===== config.mk =====
export PLATFORM = sky130hd
export DESIGN_NAME = ring_monitor_flat
export DESIGN_NICKNAME = d
export VERILOG_FILES = /design/src/rtl/ring_pkg.sv /design/src/rtl/ring_monitor_if.sv /design/src/rtl/ring_onehot_dec.sv /design/src/rtl/ring_monitor.sv /design/src/flat_wrapper.sv
export SDC_FILE = /design/constraint.sdc
export NUM_CORES = 1
export LEC_CHECK = 0
export CAP_MARGIN = 20
export CORE_MARGIN = 4
export CORE_UTILIZATION = 51
export CTS_BUF_LIST = sky130_fd_sc_hd__clkbuf_16
export DETAILED_ROUTE_END_ITERATION = 7
export HOLD_SLACK_MARGIN = 0.15
export PLACE_DENSITY = 0.78
export SLEW_MARGIN = 15
export SYNTH_ARGS = -nofsm -noshare
export SYNTH_HDL_FRONTEND = slang
export SYNTH_HIERARCHICAL = 1
export SYNTH_SLANG_ARGS = --single-unit

===== constraint.sdc =====
create_clock -name clk -period 2.9 [get_ports clk]
set_clock_uncertainty 0.1 [all_clocks]
set_input_delay 0.29 -clock clk [delete_from_list [all_inputs] [get_ports clk]]
set_output_delay 0.29 -clock clk [all_outputs]
set_load 0.02 [all_outputs]

===== src/rtl/ring_pkg.sv =====
`default_nettype none
// ============================================================================
//  Module      : ring_pkg
//  Description : Shared types and helpers for the ring-pattern monitor.
//                Holds the FSM state encoding, direction constants and the
//                one-hot/zero word helpers. Helpers operate on a zero-extended
//                MAX_W-bit word plus a run-time width argument so a single
//                package serves every WIDTH instance.
//  Ports       : none (package)
//  Revision    : 1.0 - initial release
// ============================================================================
package ring_pkg;

    localparam int MAX_W = 64;

    typedef logic [MAX_W-1:0] word_t;

    typedef enum logic [1:0] {
        S_IDLE = 2'd0,
        S_ACQ  = 2'd1,
        S_UP   = 2'd2,
        S_DN   = 2'd3
    } state_t;

    localparam logic DIR_UP = 1'b0;
    localparam logic DIR_DN = 1'b1;

    // Legal = all-zero or exactly one bit set within the ring width.
    // Any set bit above the ring width also makes the word illegal.
    function automatic logic onehot_legal(input word_t w, input int width);
        int ones;
        ones = 0;
        for (int i = 0; i < MAX_W; i++) begin
            if (w[i]) begin
                if (i >= width) begin
                    ones = ones + 2;
                end else begin
                    ones = ones + 1;
                end
            end
        end
        return (ones <= 1);
    endfunction

    // Position of the lowest set bit; 0 for an all-zero word.
    function automatic int onehot_to_idx(input word_t w, input int width);
        int idx;
        idx = 0;
        for (int i = MAX_W - 1; i >= 0; i--) begin
            if (w[i] && (i < width)) begin
                idx = i;
            end
        end
        return idx;
    endfunction

    // Up step: bit k -> bit k+1, top bit -> zero, zero -> bit 0.
    function automatic word_t succ_up(input word_t w, input int width);
        word_t r;
        if (w == '0) begin
            r = word_t'(1);
        end else if (w[width-1]) begin
            r = '0;
        end else begin
            r = w << 1;
        end
        return r;
    endfunction

    // Down step: bit k -> bit k-1, bit 0 -> zero, zero holds at zero.
    function automatic word_t succ_dn(input word_t w, input int width);
        word_t r;
        if (width < 1) begin
            r = '0;
        end else begin
            r = w >> 1;
        end
        return r;
    endfunction

endpackage : ring_pkg
`default_nettype wire


===== src/rtl/ring_monitor_if.sv =====
`default_nettype none
// ============================================================================
//  Module      : ring_monitor_if
//  Description : Bundle between a ring-pattern source and the ring monitor.
//  Ports       : en, ring_in, clr_err            (source -> monitor)
//                idx, is_zero, dir, locked, done,
//                err, err_sticky, err_cnt          (monitor -> source)
//  Modports    : master = stimulus/observer side, slave = monitor side
//  Revision    : 1.0 - initial release
// ============================================================================
interface ring_monitor_if #(
    parameter int WIDTH = 4,
    parameter int ERR_W = 8
);
    localparam int IDX_W = $clog2(WIDTH);

    logic             en;
    logic [WIDTH-1:0] ring_in;
    logic             clr_err;
    logic [IDX_W-1:0] idx;
    logic             is_zero;
    logic             dir;
    logic             locked;
    logic             done;
    logic             err;
    logic             err_sticky;
    logic [ERR_W-1:0] err_cnt;

    modport master (
        output en, ring_in, clr_err,
        input  idx, is_zero, dir, locked, done, err, err_sticky, err_cnt
    );

    modport slave (
        input  en, ring_in, clr_err,
        output idx, is_zero, dir, locked, done, err, err_sticky, err_cnt
    );

endinterface : ring_monitor_if
`default_nettype wire


===== src/rtl/ring_onehot_dec.sv =====
`default_nettype none
// ============================================================================
//  Module      : ring_onehot_dec
//  Description : Combinational one-hot/zero decoder.
//  Ports       : word    in  WIDTH  observed ring word
//                legal   out 1      word is zero or has exactly one bit set
//                is_zero out 1      word is all-zero
//                idx     out IDX_W  index of the set bit (0 for zero word)
//  Revision    : 1.0 - initial release
// ============================================================================
module ring_onehot_dec
    import ring_pkg::*;
#(
    parameter int WIDTH = 4,
    parameter int IDX_W = $clog2(WIDTH)
) (
    input  wire logic [WIDTH-1:0] word,
    output logic                  legal,
    output logic                  is_zero,
    output logic [IDX_W-1:0]      idx
);

    word_t w_ext;

    always_comb begin
        w_ext              = '0;
        w_ext[WIDTH-1:0]   = word;
        legal              = onehot_legal(w_ext, WIDTH);
        is_zero            = (word == '0);
        idx                = IDX_W'(onehot_to_idx(w_ext, WIDTH));
    end

endmodule : ring_onehot_dec
`default_nettype wire


===== src/rtl/ring_monitor.sv =====
`default_nettype none
// ============================================================================
//  Module      : ring_monitor
//  Description : Receive-side checker for a ring-counter pattern stream.
//                Decodes each enabled sample, infers shift direction, locks
//                onto the sequence and reports illegal or out-of-sequence
//                words with a pulse, a sticky flag and a saturating counter.
//  Ports       : clk      in   system clock, rising edge
//                rst      in   synchronous active-high reset
//                bus      slave modport of ring_monitor_if
//                  en, ring_in, clr_err        inputs
//                  idx, is_zero, dir, locked,
//                  done, err, err_sticky,
//                  err_cnt                     registered outputs
//  Revision    : 1.0 - initial release
// ============================================================================
module ring_monitor
    import ring_pkg::*;
#(
    parameter int WIDTH = 4,
    parameter int ERR_W = 8
) (
    input  wire logic      clk,
    input  wire logic      rst,
    ring_monitor_if.slave  bus
);

    localparam int IDX_W = $clog2(WIDTH);

    if (WIDTH < 3) begin : g_width_check
        $error("ring_monitor: WIDTH must be 3 or more");
    end

    // ------------------------------------------------------------------
    // Registered state
    // ------------------------------------------------------------------
    state_t           r_state;
    logic [WIDTH-1:0] r_prev;
    logic [IDX_W-1:0] r_idx;
    logic             r_is_zero;
    logic             r_dir;
    logic             r_locked;
    logic             r_done;
    logic             r_err;
    logic             r_err_sticky;
    logic [ERR_W-1:0] r_err_cnt;

    // ------------------------------------------------------------------
    // Next-state values
    // ------------------------------------------------------------------
    state_t           w_state_nxt;
    logic [WIDTH-1:0] w_prev_nxt;
    logic [IDX_W-1:0] w_idx_nxt;
    logic             w_is_zero_nxt;
    logic             w_dir_nxt;
    logic             w_err_nxt;
    logic             w_err_sticky_nxt;
    logic [ERR_W-1:0] w_err_cnt_nxt;
    logic             w_store;

    // Decoder on the incoming sample
    logic             w_legal;
    logic             w_is_zero;
    logic [IDX_W-1:0] w_idx;

    ring_onehot_dec #(
        .WIDTH (WIDTH),
        .IDX_W (IDX_W)
    ) u_dec (
        .word    (bus.ring_in),
        .legal   (w_legal),
        .is_zero (w_is_zero),
        .idx     (w_idx)
    );

    // Successor comparisons are done in the package's extended word space
    word_t w_sample_ext;
    word_t w_prev_ext;
    logic  w_match_up;
    logic  w_match_dn;

    always_comb begin
        w_sample_ext            = '0;
        w_sample_ext[WIDTH-1:0] = bus.ring_in;
        w_prev_ext              = '0;
        w_prev_ext[WIDTH-1:0]   = r_prev;
        w_match_up              = (w_sample_ext == succ_up(w_prev_ext, WIDTH));
        w_match_dn              = (w_sample_ext == succ_dn(w_prev_ext, WIDTH));
    end

    // ------------------------------------------------------------------
    // FSM next-state and datapath decisions
    // ------------------------------------------------------------------
    always_comb begin
        w_state_nxt = r_state;
        w_dir_nxt   = r_dir;
        w_err_nxt   = 1'b0;
        w_store     = 1'b0;

        if (bus.en) begin
            unique case (r_state)
                S_IDLE: begin
                    if (w_legal) begin
                        w_store     = 1'b1;
                        w_state_nxt = S_ACQ;
                    end else begin
                        w_err_nxt   = 1'b1;
                    end
                end
                S_ACQ: begin
                    // Successors are always legal, so a match implies legality.
                    if (w_match_up) begin
                        w_store     = 1'b1;
                        w_state_nxt = S_UP;
                        w_dir_nxt   = DIR_UP;
                    end else if (w_match_dn) begin
                        w_store     = 1'b1;
                        w_state_nxt = S_DN;
                        w_dir_nxt   = DIR_DN;
                    end else if (w_legal) begin
                        w_store     = 1'b1;
                        w_err_nxt   = 1'b1;
                    end else begin
                        w_err_nxt   = 1'b1;
                        w_state_nxt = S_IDLE;
                    end
                end
                S_UP, S_DN: begin
                    if ((r_state == S_UP) ? w_match_up : w_match_dn) begin
                        w_store     = 1'b1;
                    end else if (w_legal) begin
                        w_store     = 1'b1;
                        w_err_nxt   = 1'b1;
                        w_state_nxt = S_ACQ;
                    end else begin
                        w_err_nxt   = 1'b1;
                        w_state_nxt = S_IDLE;
                    end
                end
                default: begin
                    w_state_nxt = S_IDLE;
                end
            endcase
        end
    end

    // Sample capture and error bookkeeping
    always_comb begin
        w_prev_nxt    = r_prev;
        w_idx_nxt     = r_idx;
        w_is_zero_nxt = r_is_zero;
        if (w_store) begin
            w_prev_nxt    = bus.ring_in;
            w_idx_nxt     = w_idx;
            w_is_zero_nxt = w_is_zero;
        end

        // Clear has priority over a coincident error for sticky and count
        w_err_sticky_nxt = r_err_sticky;
        w_err_cnt_nxt    = r_err_cnt;
        if (bus.clr_err) begin
            w_err_sticky_nxt = 1'b0;
            w_err_cnt_nxt    = '0;
        end else if (w_err_nxt) begin
            w_err_sticky_nxt = 1'b1;
            if (r_err_cnt != '1) begin
                w_err_cnt_nxt = r_err_cnt + ERR_W'(1);
            end
        end
    end

    // ------------------------------------------------------------------
    // Registers
    // ------------------------------------------------------------------
    always_ff @(posedge clk) begin
        if (rst) begin
            r_state      <= S_IDLE;
            r_prev       <= '0;
            r_idx        <= '0;
            r_is_zero    <= 1'b0;
            r_dir        <= DIR_UP;
            r_locked     <= 1'b0;
            r_done       <= 1'b0;
            r_err        <= 1'b0;
            r_err_sticky <= 1'b0;
            r_err_cnt    <= '0;
        end else begin
            r_state      <= w_state_nxt;
            r_prev       <= w_prev_nxt;
            r_idx        <= w_idx_nxt;
            r_is_zero    <= w_is_zero_nxt;
            r_dir        <= w_dir_nxt;
            r_locked     <= (w_state_nxt == S_UP) || (w_state_nxt == S_DN);
            r_done       <= (w_state_nxt == S_DN) && (w_prev_nxt == '0);
            r_err        <= w_err_nxt;
            r_err_sticky <= w_err_sticky_nxt;
            r_err_cnt    <= w_err_cnt_nxt;
        end
    end

    assign bus.idx        = r_idx;
    assign bus.is_zero    = r_is_zero;
    assign bus.dir        = r_dir;
    assign bus.locked     = r_locked;
    assign bus.done       = r_done;
    assign bus.err        = r_err;
    assign bus.err_sticky = r_err_sticky;
    assign bus.err_cnt    = r_err_cnt;

endmodule : ring_monitor
`default_nettype wire


===== src/flat_wrapper.sv =====
// flat-port wrapper written by rule: the top's interface ports become plain ports
module ring_monitor_flat import ring_pkg::*;
#(
    parameter int WIDTH = 4,
    parameter int ERR_W = 8
)
  (clk, rst, bus_en, bus_ring_in, bus_clr_err, bus_idx, bus_is_zero, bus_dir, bus_locked, bus_done, bus_err, bus_err_sticky, bus_err_cnt);
  ring_monitor_if #(.WIDTH(WIDTH), .ERR_W(ERR_W)) bus_i ();
  input  wire logic clk;
  input  wire logic rst;
  input wire logic [$bits(bus_i.en)-1:0] bus_en;
  input wire logic [$bits(bus_i.ring_in)-1:0] bus_ring_in;
  input wire logic [$bits(bus_i.clr_err)-1:0] bus_clr_err;
  output wire logic [$bits(bus_i.idx)-1:0] bus_idx;
  output wire logic [$bits(bus_i.is_zero)-1:0] bus_is_zero;
  output wire logic [$bits(bus_i.dir)-1:0] bus_dir;
  output wire logic [$bits(bus_i.locked)-1:0] bus_locked;
  output wire logic [$bits(bus_i.done)-1:0] bus_done;
  output wire logic [$bits(bus_i.err)-1:0] bus_err;
  output wire logic [$bits(bus_i.err_sticky)-1:0] bus_err_sticky;
  output wire logic [$bits(bus_i.err_cnt)-1:0] bus_err_cnt;
  assign bus_i.en = bus_en;
  assign bus_i.ring_in = bus_ring_in;
  assign bus_i.clr_err = bus_clr_err;
  assign bus_idx = bus_i.idx;
  assign bus_is_zero = bus_i.is_zero;
  assign bus_dir = bus_i.dir;
  assign bus_locked = bus_i.locked;
  assign bus_done = bus_i.done;
  assign bus_err = bus_i.err;
  assign bus_err_sticky = bus_i.err_sticky;
  assign bus_err_cnt = bus_i.err_cnt;
  ring_monitor #(.WIDTH(WIDTH), .ERR_W(ERR_W)) u_core (.clk(clk), .rst(rst), .bus(bus_i));
endmodule

==> flow_summary.ini, run 1 <==
[final_layout]
multiInputGateArea_um2 = 812.0
fillers = 201
drive_gt1_share_pct = 13.66
regArea_um2 = 440.4
final_cells = 213
syn_to_final_growth_pct = 30.58
final_nets = 197
num_antenna_cells = 0

[sta]
slew_headroom_pct = 62.55
fin_crit_sh_pct = 92.09
clock.fmax_ghz = 0.3744
fin_crit_ps = 2671
slew_viol_final = 0
finalHoldViolations = 0
finalSetupViolCount = 0
tightest_slew_ps = 559.9
setup_ws_ps = 229.4
rsz0062_at_grt = false

[critical_path]
worstPathArrival_ps = 2760
end_kind = register
cp_max_fo = 14
start_kind = input pin
required_ps = 2980
path_class = input pin to register

[placed_design]
placedCellCount = 209
gp_congestion = 0.8052
dp_hpwl_um = 2201
io_buffers = 23
place_ws_ps = -22.60

[clocking]
clockRootBuffer = clkbuf_16
cts.sinks = 22
clk_latency_ps = 250
htreeDepth = 1
cts_hold_buf = 0
clk_pin_slew_ps = 60
post_cts_resized = 0
cts_buffer_depth = 2
post_cts_buffers = 0
numCtsBuffers = 3
cts_tree = yes

[power_and_ir_drop]
intPower_mw = 0.5629
p_leak_nw = 0.6252
peakVddDrop_uv = 376.9
power.share.sequential_pct = 42.9
p_switching_mw = 0.1887
power_frac_comb_pct = 18.2
swShare_pct = 25.10
cellPowerDensity_nw_per_um2 = 436.9
p_clk_share_pct = 38.9

[route]
detail-route-antenna-nets = 0
wl_um = 3044
via_per_inst = 5.925
vias = 1262
first_pass_iters = 4
drt_iter0_drc = 62
wl_per_cell_um = 14.29
drc = 0

[global_routing]
met1_usage_pct = 25.47
use_met2_pct = 30.13
grt.met3_usage_pct = 2.851
grt-ovfl-total = 0
antenna_found_initial = 0
grt_pass1_vias = 1148
grt_pass1_wl_um = 5092
gr-max-usage-layer = met2
grt_max_degree = 16
grt_use_total_pct = 18.65

[yosys]
async_flop_share_pct = 0
synth-seq-cells = 22
synthCells = 151
synth_top_area_share_pct = 33.43
ys_types = 51
post-synth-top-area-cell = dfxtp_1
synthFlopType = dfxtp_1
syn_area_per_cell_um2 = 8.725
yosysWarningCount = 6
synth_edf_count = 0
syn_area_um2 = 1318
ys_seq_area_share_pct = 33.43
syn_nets = 164
synthTopCellsByArea = dfxtp_1 (33%), mux2i_1 (6.8%), nor2_1 (5.1%)

[floorplan]
core_um2 = 2477
rows = 18
die_area_um2 = 3460
die_h_um = 58.83
initial_core_util_pct = 53.18
chipWidth_um = 58.83
pin_count = 24

[flow_run]
maxCapViolations = 0

[status]
status = complete, no violations

[worst_hold_path]
min_path_type = register to register
[final cells by class]
cell class,instances,area share (%)
multi-input combinational,117,47.20
sequential,22,25.60
timing repair buffer,35,19.35
clock buffer,3,4.364
tap,30,2.182
inverter,5,1.091
clock inverter,1,0.2182
[registers in the layout (all words and copies together), names as in the netlist, 2 cells and up]
signal / cells
u_core/r_state: 2
u_core/bus.err_cnt: 8
u_core/bus.idx: 2
u_core/r_prev: 4
[routing by layer]
layer	up-vias	wire length [µm]	part of all wire (%)
li1	633	-	-
met5	-	0	0
met3	2	144	4.7
met1	596	1434	47
met2	31	1451	48
met4	0	13	0.43
[stage by stage]
stage | TNS [ps] | hold slack [ps] | util [%] | cell area [µm²] | total power, mW
6_report | 0 | 365.1 | 69.44 | 1720 | 0.7516
5_1_grt | 0 | 386.8 | 69.44 | 1720 | 0.7806
4_1_cts | 0 | 368.0 | 69.44 | 1720 | 0.7538
3_5_place_dp | -49.55 | 354.4 | 66.26 | 1642 | 0.4639
3_3_place_gp | 0 | 355.9 | 66.26 | 1642 | 0.4587
2_1_floorplan | 0 | 261.4 | - | 1318 | 0.4071
[worst paths after layout]
check,startpoint,slack [ps],cells after the start,endpoint
setup / recovery,bus_ring_in[0],230,11,u_core/bus.err_cnt[5]
hold / removal,u_core/bus.err_sticky,370,1,u_core/bus.err_sticky
setup reg to reg,u_core/r_prev[2],350,7,u_core/r_prev[1]
hold reg to reg,u_core/bus.err_sticky,370,1,u_core/bus.err_sticky
[logic make-up after synthesis]
| kind of cell | after synthesis | share of synthesized area [%] |
|---|---|---|
| buffers and inverters | 12 | 4.938 |
| xor gates and xnor gates | 4 | 2.660 |
| adders and majority gates | 5 | 4.748 |
| and+or+nand+nor | 60 | 26.69 |
| DFF | 22 | 33.43 |
| muxes | 9 | 6.838 |
| AOI/OAI and AO/OA | 39 | 20.70 |
[worst max-delay path: stages]
cell	delay, ps
clkdlybuf4s50_1	530
inv_1	80
ha_1	350
nor4bb_1	70
a31oi_1	130
o311ai_1	150
a21oi_1	200
nand4_1	110
buf_4	180
or4_1	500
a21oi_1	150
[power by group through the flow]
| stage | Sequential, mW | Combinational [mW] | Clock, mW |
|---|---|---|---|
| detailed placement | 0.329 | 0.135 | 0 |
| floorplan | 0.329 | 0.0785 | 0 |
| global route | 0.324 | 0.150 | 0.307 |
| CTS | 0.322 | 0.137 | 0.295 |
| finish | 0.322 | 0.137 | 0.293 |
| global placement | 0.328 | 0.131 | 0 |
[synthesized netlist by cell type, types with 2 or more instances]
cell,n
a21oi_1,12
a221o_2,2
a31oi_1,2
and2_1,3
clkbuf_1,2
dfxtp_1,22
ha_1,5
inv_1,5
mux2i_1,9
nand2_1,6
nand3_1,4
nand4_1,2
nor2_1,18
nor3_1,2
nor4_1,3
nor4bb_1,2
o21a_1,2
o21ai_0,7
o31ai_1,4
or2b_2,2
or3_1,2
or4_1,4
xor2_1,3
[cell usage in the layout, fill, tap and decap left out, types with 3 or more instances in the layout]
| cell type | synthesis | final |
|---|---|---|
| clkdlybuf4s50_1 | 0 | 23 |
| and2_1 | 3 | 3 |
| nor2_1 | 18 | 18 |
| mux2i_1 | 9 | 9 |
| ha_1 | 5 | 5 |
| nand2_1 | 6 | 6 |
| or4_1 | 4 | 4 |
| clkbuf_16 | 0 | 3 |
| a21oi_1 | 12 | 12 |
| o21ai_0 | 7 | 7 |
| dfxtp_1 | 22 | 22 |
| nor4_1 | 3 | 3 |
| xor2_1 | 3 | 3 |
| o31ai_1 | 4 | 4 |
| buf_4 | 1 | 11 |
| inv_1 | 5 | 5 |
| nand3_1 | 4 | 4 |
(Power assumes the default switching activity.)
==> run 2, diff against run 1 <==
- TNS_END_PERCENT: default -> 100
==> results of run 2 <==
Same layout as run 1: the final DEF is identical, and so are final timing and power.
